==> config.mk <==
export PLATFORM = sky130hd
export DESIGN_NAME = alu_result_buffer_flat
export DESIGN_NICKNAME = d
export VERILOG_FILES = /design/src/rtl/alu_result_buffer_if.sv /design/src/rtl/alu_result_buffer.sv /design/src/flat_wrapper.sv
export SDC_FILE = /design/constraint.sdc
export NUM_CORES = 1
export LEC_CHECK = 0
export BUFFER_PORTS_ARGS = -buffer_cell sky130_fd_sc_hd__buf_2
export CORE_UTILIZATION = 50
export CTS_CLUSTER_DIAMETER = 200
export DETAILED_ROUTE_END_ITERATION = 8
export GPL_TIMING_DRIVEN = 0
export PLACE_DENSITY = 0.64
export SYNTH_ARGS = -nofsm -noshare
export SYNTH_HDL_FRONTEND = slang
export SYNTH_SLANG_ARGS = --single-unit
==> constraint.sdc <==
create_clock -name clk -period 4.1 [get_ports clk]
set_input_delay 0.615 -clock clk [delete_from_list [all_inputs] [get_ports clk]]
set_output_delay 0.615 -clock clk [all_outputs]
set_load 0.01 [all_outputs]
==> src/rtl/alu_result_buffer_if.sv <==
// Handshake bundle between the ALU (producer), alu_result_buffer and its consumer.
// The slave modport is the buffer's view; master is the surrounding environment.
interface alu_result_buffer_if #(
    parameter int N = 8
);
    logic             in_valid;
    logic [2*N-1:0]   in_result;
    logic [1:0]       in_op_code;
    logic             in_ready;
    logic             out_valid;
    logic             out_ready;
    logic [2*N-1:0]   out_result;
    logic [1:0]       out_op_code;

    modport master (
        output in_valid, in_result, in_op_code, out_ready,
        input  in_ready, out_valid, out_result, out_op_code
    );

    modport slave (
        input  in_valid, in_result, in_op_code, out_ready,
        output in_ready, out_valid, out_result, out_op_code
    );
endinterface

==> src/rtl/alu_result_buffer.sv <==
// First-word-fall-through result FIFO behind the ALU with sticky overflow status.
// Optional running pop accumulator enabled by defining ALU_RES_ACC_EN.
module alu_result_buffer #(
    parameter  int N     = 8,
    parameter  int DEPTH = 8,
    localparam int AW    = $clog2(DEPTH)
) (
    input  logic                 clk,
    input  logic                 reset,
    alu_result_buffer_if.slave   bus,
    output logic [AW:0]          count,
    output logic                 full,
    output logic                 empty,
    output logic                 overflow,
    input  logic                 clr_ovf
`ifdef ALU_RES_ACC_EN
    ,
    input  logic                 acc_clr,
    output logic [2*N+7:0]       acc_sum,
    output logic [15:0]          acc_cnt
`endif
);
    localparam int              RW      = 2 * N;
    localparam int              DW      = RW + 2;
    localparam logic [AW:0]     DEPTH_C = (AW + 1)'(DEPTH);

    logic [DW-1:0] r_mem [DEPTH];
    logic [AW-1:0] r_wr_ptr;
    logic [AW-1:0] r_rd_ptr;
    logic [AW:0]   r_count;
    logic [DW-1:0] r_head;
    logic          r_ovf;

    logic          w_full;
    logic          w_empty;
    logic          w_out_valid;
    logic          w_out_fire;
    logic          w_push;
    logic          w_drop;
    logic [DW-1:0] w_in_data;
    logic [AW-1:0] w_next_rd;
    logic [AW:0]   w_next_count;
    logic          w_head_from_input;

    // Status comes only from registered occupancy, never from in_valid.
    assign w_full      = (r_count == DEPTH_C);
    assign w_empty     = (r_count == '0);
    assign w_out_valid = !w_empty;
    assign w_out_fire  = w_out_valid && bus.out_ready;
    assign w_push      = bus.in_valid && (!w_full || w_out_fire);
    assign w_drop      = bus.in_valid && w_full && !w_out_fire;
    assign w_in_data   = {bus.in_op_code, bus.in_result};
    assign w_next_rd   = r_rd_ptr + AW'(w_out_fire);

    // The incoming word becomes the head only when nothing older survives this edge.
    assign w_head_from_input = w_push && (r_count == (AW + 1)'(w_out_fire));

    always_comb begin
        w_next_count = r_count;
        unique case ({w_push, w_out_fire})
            2'b10:   w_next_count = r_count + 1'b1;
            2'b01:   w_next_count = r_count - 1'b1;
            default: w_next_count = r_count;
        endcase
    end

    // NOTE: storage has no reset; pointers and count define which words are live.
    always_ff @(posedge clk) begin
        if (w_push) begin
            r_mem[r_wr_ptr] <= w_in_data;
        end
    end

    // NOTE: all state here uses <= so every read sees pre-edge values.
    always_ff @(posedge clk or posedge reset) begin
        if (reset) begin
            r_wr_ptr <= '0;
            r_rd_ptr <= '0;
            r_count  <= '0;
            r_head   <= '0;
            r_ovf    <= 1'b0;
        end else begin
            if (w_push) begin
                r_wr_ptr <= r_wr_ptr + 1'b1;
            end
            r_rd_ptr <= w_next_rd;
            r_count  <= w_next_count;
            // Head register holds its last value while the FIFO is empty.
            if (w_next_count != '0) begin
                r_head <= w_head_from_input ? w_in_data : r_mem[w_next_rd];
            end
            if (w_drop) begin
                r_ovf <= 1'b1;
            end else if (clr_ovf) begin
                r_ovf <= 1'b0;
            end
        end
    end

    assign bus.in_ready    = !w_full || w_out_fire;
    assign bus.out_valid   = w_out_valid;
    assign bus.out_result  = r_head[RW-1:0];
    assign bus.out_op_code = r_head[DW-1 -: 2];
    assign count           = r_count;
    assign full            = w_full;
    assign empty           = w_empty;
    assign overflow        = r_ovf;

`ifdef ALU_RES_ACC_EN
    logic [RW+7:0] r_acc_sum;
    logic [15:0]   r_acc_cnt;

    // A clear coinciding with a pop restarts the totals from that pop.
    always_ff @(posedge clk or posedge reset) begin
        if (reset) begin
            r_acc_sum <= '0;
            r_acc_cnt <= '0;
        end else if (w_out_fire) begin
            if (acc_clr) begin
                r_acc_sum <= {8'd0, bus.out_result};
                r_acc_cnt <= 16'd1;
            end else begin
                r_acc_sum <= r_acc_sum + {8'd0, bus.out_result};
                r_acc_cnt <= r_acc_cnt + 16'd1;
            end
        end else if (acc_clr) begin
            r_acc_sum <= '0;
            r_acc_cnt <= '0;
        end
    end

    assign acc_sum = r_acc_sum;
    assign acc_cnt = r_acc_cnt;
`endif

endmodule

==> src/flat_wrapper.sv <==
// flat-port wrapper written by rule: the top's interface ports become plain ports
module alu_result_buffer_flat 
#(
    parameter  int N     = 8,
    parameter  int DEPTH = 8,
    localparam int AW    = $clog2(DEPTH)
)
  (clk, reset, count, full, empty, overflow, clr_ovf, bus_in_valid, bus_in_result, bus_in_op_code, bus_out_ready, bus_in_ready, bus_out_valid, bus_out_result, bus_out_op_code);
  alu_result_buffer_if #(.N(N)) bus_i ();
  input  logic clk;
  input  logic reset;
  output logic [AW:0] count;
  output logic full;
  output logic empty;
  output logic overflow;
  input  logic clr_ovf;
  input wire logic [$bits(bus_i.in_valid)-1:0] bus_in_valid;
  input wire logic [$bits(bus_i.in_result)-1:0] bus_in_result;
  input wire logic [$bits(bus_i.in_op_code)-1:0] bus_in_op_code;
  input wire logic [$bits(bus_i.out_ready)-1:0] bus_out_ready;
  output wire logic [$bits(bus_i.in_ready)-1:0] bus_in_ready;
  output wire logic [$bits(bus_i.out_valid)-1:0] bus_out_valid;
  output wire logic [$bits(bus_i.out_result)-1:0] bus_out_result;
  output wire logic [$bits(bus_i.out_op_code)-1:0] bus_out_op_code;
  assign bus_i.in_valid = bus_in_valid;
  assign bus_i.in_result = bus_in_result;
  assign bus_i.in_op_code = bus_in_op_code;
  assign bus_i.out_ready = bus_out_ready;
  assign bus_in_ready = bus_i.in_ready;
  assign bus_out_valid = bus_i.out_valid;
  assign bus_out_result = bus_i.out_result;
  assign bus_out_op_code = bus_i.out_op_code;
  alu_result_buffer #(.N(N), .DEPTH(DEPTH)) u_core (.clk(clk), .reset(reset), .bus(bus_i), .count(count), .full(full), .empty(empty), .overflow(overflow), .clr_ovf(clr_ovf));
endmodule
==> reports/metrics.csv <==
stage;metric;value;unit
run_status;status;finished clean;
synth;Synth Area in Simple Gates;5.10;%
synth;post-synthesis compound-gate area fraction;3.38;%
global_route;Total GRT Usage;21.7;%
sta;skew final;9.80;ps
die;Die X;121;um
pwr;Pwr per Cell Area;788;nW/um^2
synth;Post-Syn Area;7110;sq um
cts;CTS hold repair buffers;0;
final_layout;Finished Layout Cells;658;
pwr;Gate power share;40.2;%
global_route;largest net degree at the start of global routing;30;
sta;endpoints failing hold;0;
cts;worst skew pair latency;420;ps
worst_hold_path;Worst Hold Class;input port to async pin;
place;routability congestion estimate;0.829;
synth;Synth Area in Adders;0.704;%
detailed_routing;final wirelength;14400;um
synth;Post-Syn Nets;414;
die;Core Box Area;13900;sq um
die;IO Pins;50;
pwr;Worst VDD drop;370;uV
die;Die ar.;14700;sq um
cts;post-cts sizing count;0;
final_layout;post-layout util;59.9;%
detailed_routing;DR pass1 iterations;4;
synth;Synth Register Bits;173;
place;placed cell area;7730;sq um
final_layout;commonest non-fill, non-tap cell in the layout;edfxtp_1;
sta;RSZ-0062 raised after global routing;false;
critical_path;element type at the critical path start;register;
critical_path;Crit path largest cell delay;620;ps
cts;clock tree sinks;173;
die;row count;43;
pwr;switch share;31.7;%
pwr;sequential power share;36.1;%
critical_path;CP endpoint kind;register;
critical_path;Cell Chain, Critical Path;buf_6, nor4_4, and2b_1, ha_1, ha_1, clkbuf_1, clkbuf_1, mux4_2, mux2i_1, o21ai_0, mux2_2;
synth;EDFF count, synth;144;
detailed_routing;Via density;5.72;
detailed_routing;DRC viols;0;
final_layout;ANT cells;0;
synth;fraction of registers with async set/reset;16.8;%
critical_path;worst reg2reg path depth;11;
sta;Final Setup Violations;0;
synth;mux contribution to synthesized area;17.3;%
cts;H-tree levels;4;
sta;setup TNS;0;ps
global_route;first-pass GRT wire length;22400;um
synth;sequential share of the synthesized area;71.0;%
final_layout;most frequent cells in the layout;144 x edfxtp_1, 57 x buf_2, 36 x mux4_2, 31 x nand2_1, 29 x dfrtp_1;
critical_path;slowest CP cell;clkbuf_1;
sta;Period minus WS final;3760;ps
synth;combinational family with the most area after synthesis;multiplexers;
global_route;GR Overflow Total;0;
place;Cells after DPL;625;
cts;CTS tree;yes;
critical_path;worst path arrival time;4060;ps
synth;Synth Flop Type;edfxtp_1;
sta;WHS;323;ps
detailed_routing;routed vias;3761;
pwr;LEAKAGE;2.97;nW
synth;XOR/XNOR Fraction of Synth Area;0.493;%
global_route;initial antenna violation count;0;
cts;Reg clk slew, reported paths;60;ps
cts;Setup Buffers After CTS;0;
sta;measured slew at the worst slew-check pin;805;ps
sta;max_slew headroom;45.9;%
critical_path;Crit Path Max Fanout;10;
synth;Synth cell types;44;
critical_path;Critical Path RT;4410;ps
final_layout;Area Overhead vs Synth;17.0;%
die;Die Y;121;um
sta;FMAX;0.266;GHz
final_layout;final instance area;8320;sq um
place;Final HPWL DP;9250;um
critical_path;CP Class;register to register;
cts;Max Buffers Root-to-Sink;2;
cts;CTS root buf;clkbuf_16;
sta;Max Transition Viols Final;0;
cts;Num CTS Buffers;17;
final_layout;Total Nets Final;492;
detailed_routing;antenna viol nets, final;0;
detailed_routing;drt initial violations;379;
pwr;Internal;4.48;mW
global_route;vias in the first global route;3873;
synth;syn avg cell area;18.4;sq um
run;Max-Cap Viols;0;
detailed_routing;WL per Instance;21.9;um
pwr;clock share of power;23.7;%
final_layout;layout cells sized above 1;36.8;%
synth;Post-Syn Instances;387;
place;PortBufs;48;
die;Starting Density;51.2;%
pwr;NetSw;2.08;mW
sta;crit share post-route;91.7;%
synth;YS warnings;0;
-- layer usage --
layer  up-vias  share of wire, %  GRT usage [%]  wire (um)
li1       1687                 -              -          -
met3        12               6.5           4.61        935
met5         -                 0              0          0
met4         0              0.90           8.64        129
met1      1955                43           29.9       6170
met2       107                50           33.9       7160
-- stage by stage --
step | power, mW | worst slack (ps)
after floorplan | 4.33 | 812
after global placement | 4.98 | -360
after detailed placement | 5.08 | 87.2
after CTS | 6.64 | 148
after global routing | 6.93 | 68.7
final | 6.56 | 341
-- cell type report --
| cell class | instances | area [sq um] |
|---|---|---|
| plain buffers | 21 | 114 |
| multi-input cells | 186 | 1940 |
| clock buffers | 20 | 447 |
| flip-flops and latches | 173 | 5050 |
| clock inverters | 12 | 123 |
| fillers | 1036 | 5570 |
| inverters | 7 | 26.3 |
| repair buffers | 59 | 387 |
| well taps | 180 | 225 |
-- registers in the layout, indices dropped and copies added (netlist names) --
signal	flops
u_core.r_wr_ptr	3
u_core.overflow	1
u_core.count	4
u_core.r_rd_ptr	3
u_core.r_head	18
u_core.r_mem	144
-- logic make-up after synthesis --
group	count (synthesis)
multiplexers	72
AND/OR/NAND/NOR	68
buffers and inverters	28
adder cells (fa/ha/maj)	4
flip-flops	173
XOR/XNOR	4
AO/OA/AOI/OAI	38
-- power groups by stage --
stage	sequential [mW]	combinational (mW)	clock, mW
2_1_floorplan	2.43	1.90	0
3_3_place_gp	2.39	2.59	0
3_5_place_dp	2.40	2.68	0
4_1_cts	2.37	2.69	1.58
5_1_grt	2.39	2.89	1.65
6_report	2.37	2.64	1.55
-- Yosys cell counts (2+ instances only) --
cell,instances,share of area (%)
mux4_2,36,11
or2_2,3,0.26
nor4_4,2,0.60
xor2_1,3,0.37
inv_1,7,0.37
o221ai_1,2,0.25
or4b_2,2,0.28
buf_2,9,0.63
o21ai_0,20,1.4
o22ai_1,2,0.18
nor2b_1,2,0.18
nand2_1,31,1.6
nor2_1,9,0.48
o211ai_1,3,0.32
dfrtp_1,29,10
nand2b_1,5,0.44
mux2_4,10,2.1
edfxtp_1,144,61
mux2i_1,18,2.5
a31oi_1,2,0.18
clkbuf_1,9,0.48
mux2_2,8,1.3
ha_1,4,0.70
nor3_1,6,0.42
nand3_1,2,0.14
-- path summary, 6_finish.rpt --
kind	end	slack, ps	start
worst min register to register	u_core.r_rd_ptr[0]$_DFF_PP0_	490	u_core.r_rd_ptr[0]$_DFF_PP0_
min in group clk	u_core.overflow$_DFFE_PP0P_	390	clr_ovf
worst max-delay path	u_core.r_head[6]$_DFFE_PP0P_	340	u_core.count[3]$_DFF_PP0_
worst min-delay path	u_core.r_head[5]$_DFFE_PP0P_	320	reset
max in group asynchronous	u_core.r_head[3]$_DFFE_PP0P_	3300	reset
worst max register to register	u_core.r_head[6]$_DFFE_PP0P_	340	u_core.count[3]$_DFF_PP0_
-- worst max-delay path: cells and delay by family (launching register included) --
family                   cells  cell delay [ps]
AND/OR/NAND/NOR              2              580
AO/OA/AOI/OAI                1              140
adder cells (fa/ha/maj)      2              490
multiplexers                 3              840
flip-flops                   1              380
buffers and inverters        3             1220
Note: power is estimated with default switching activity, not from simulation.
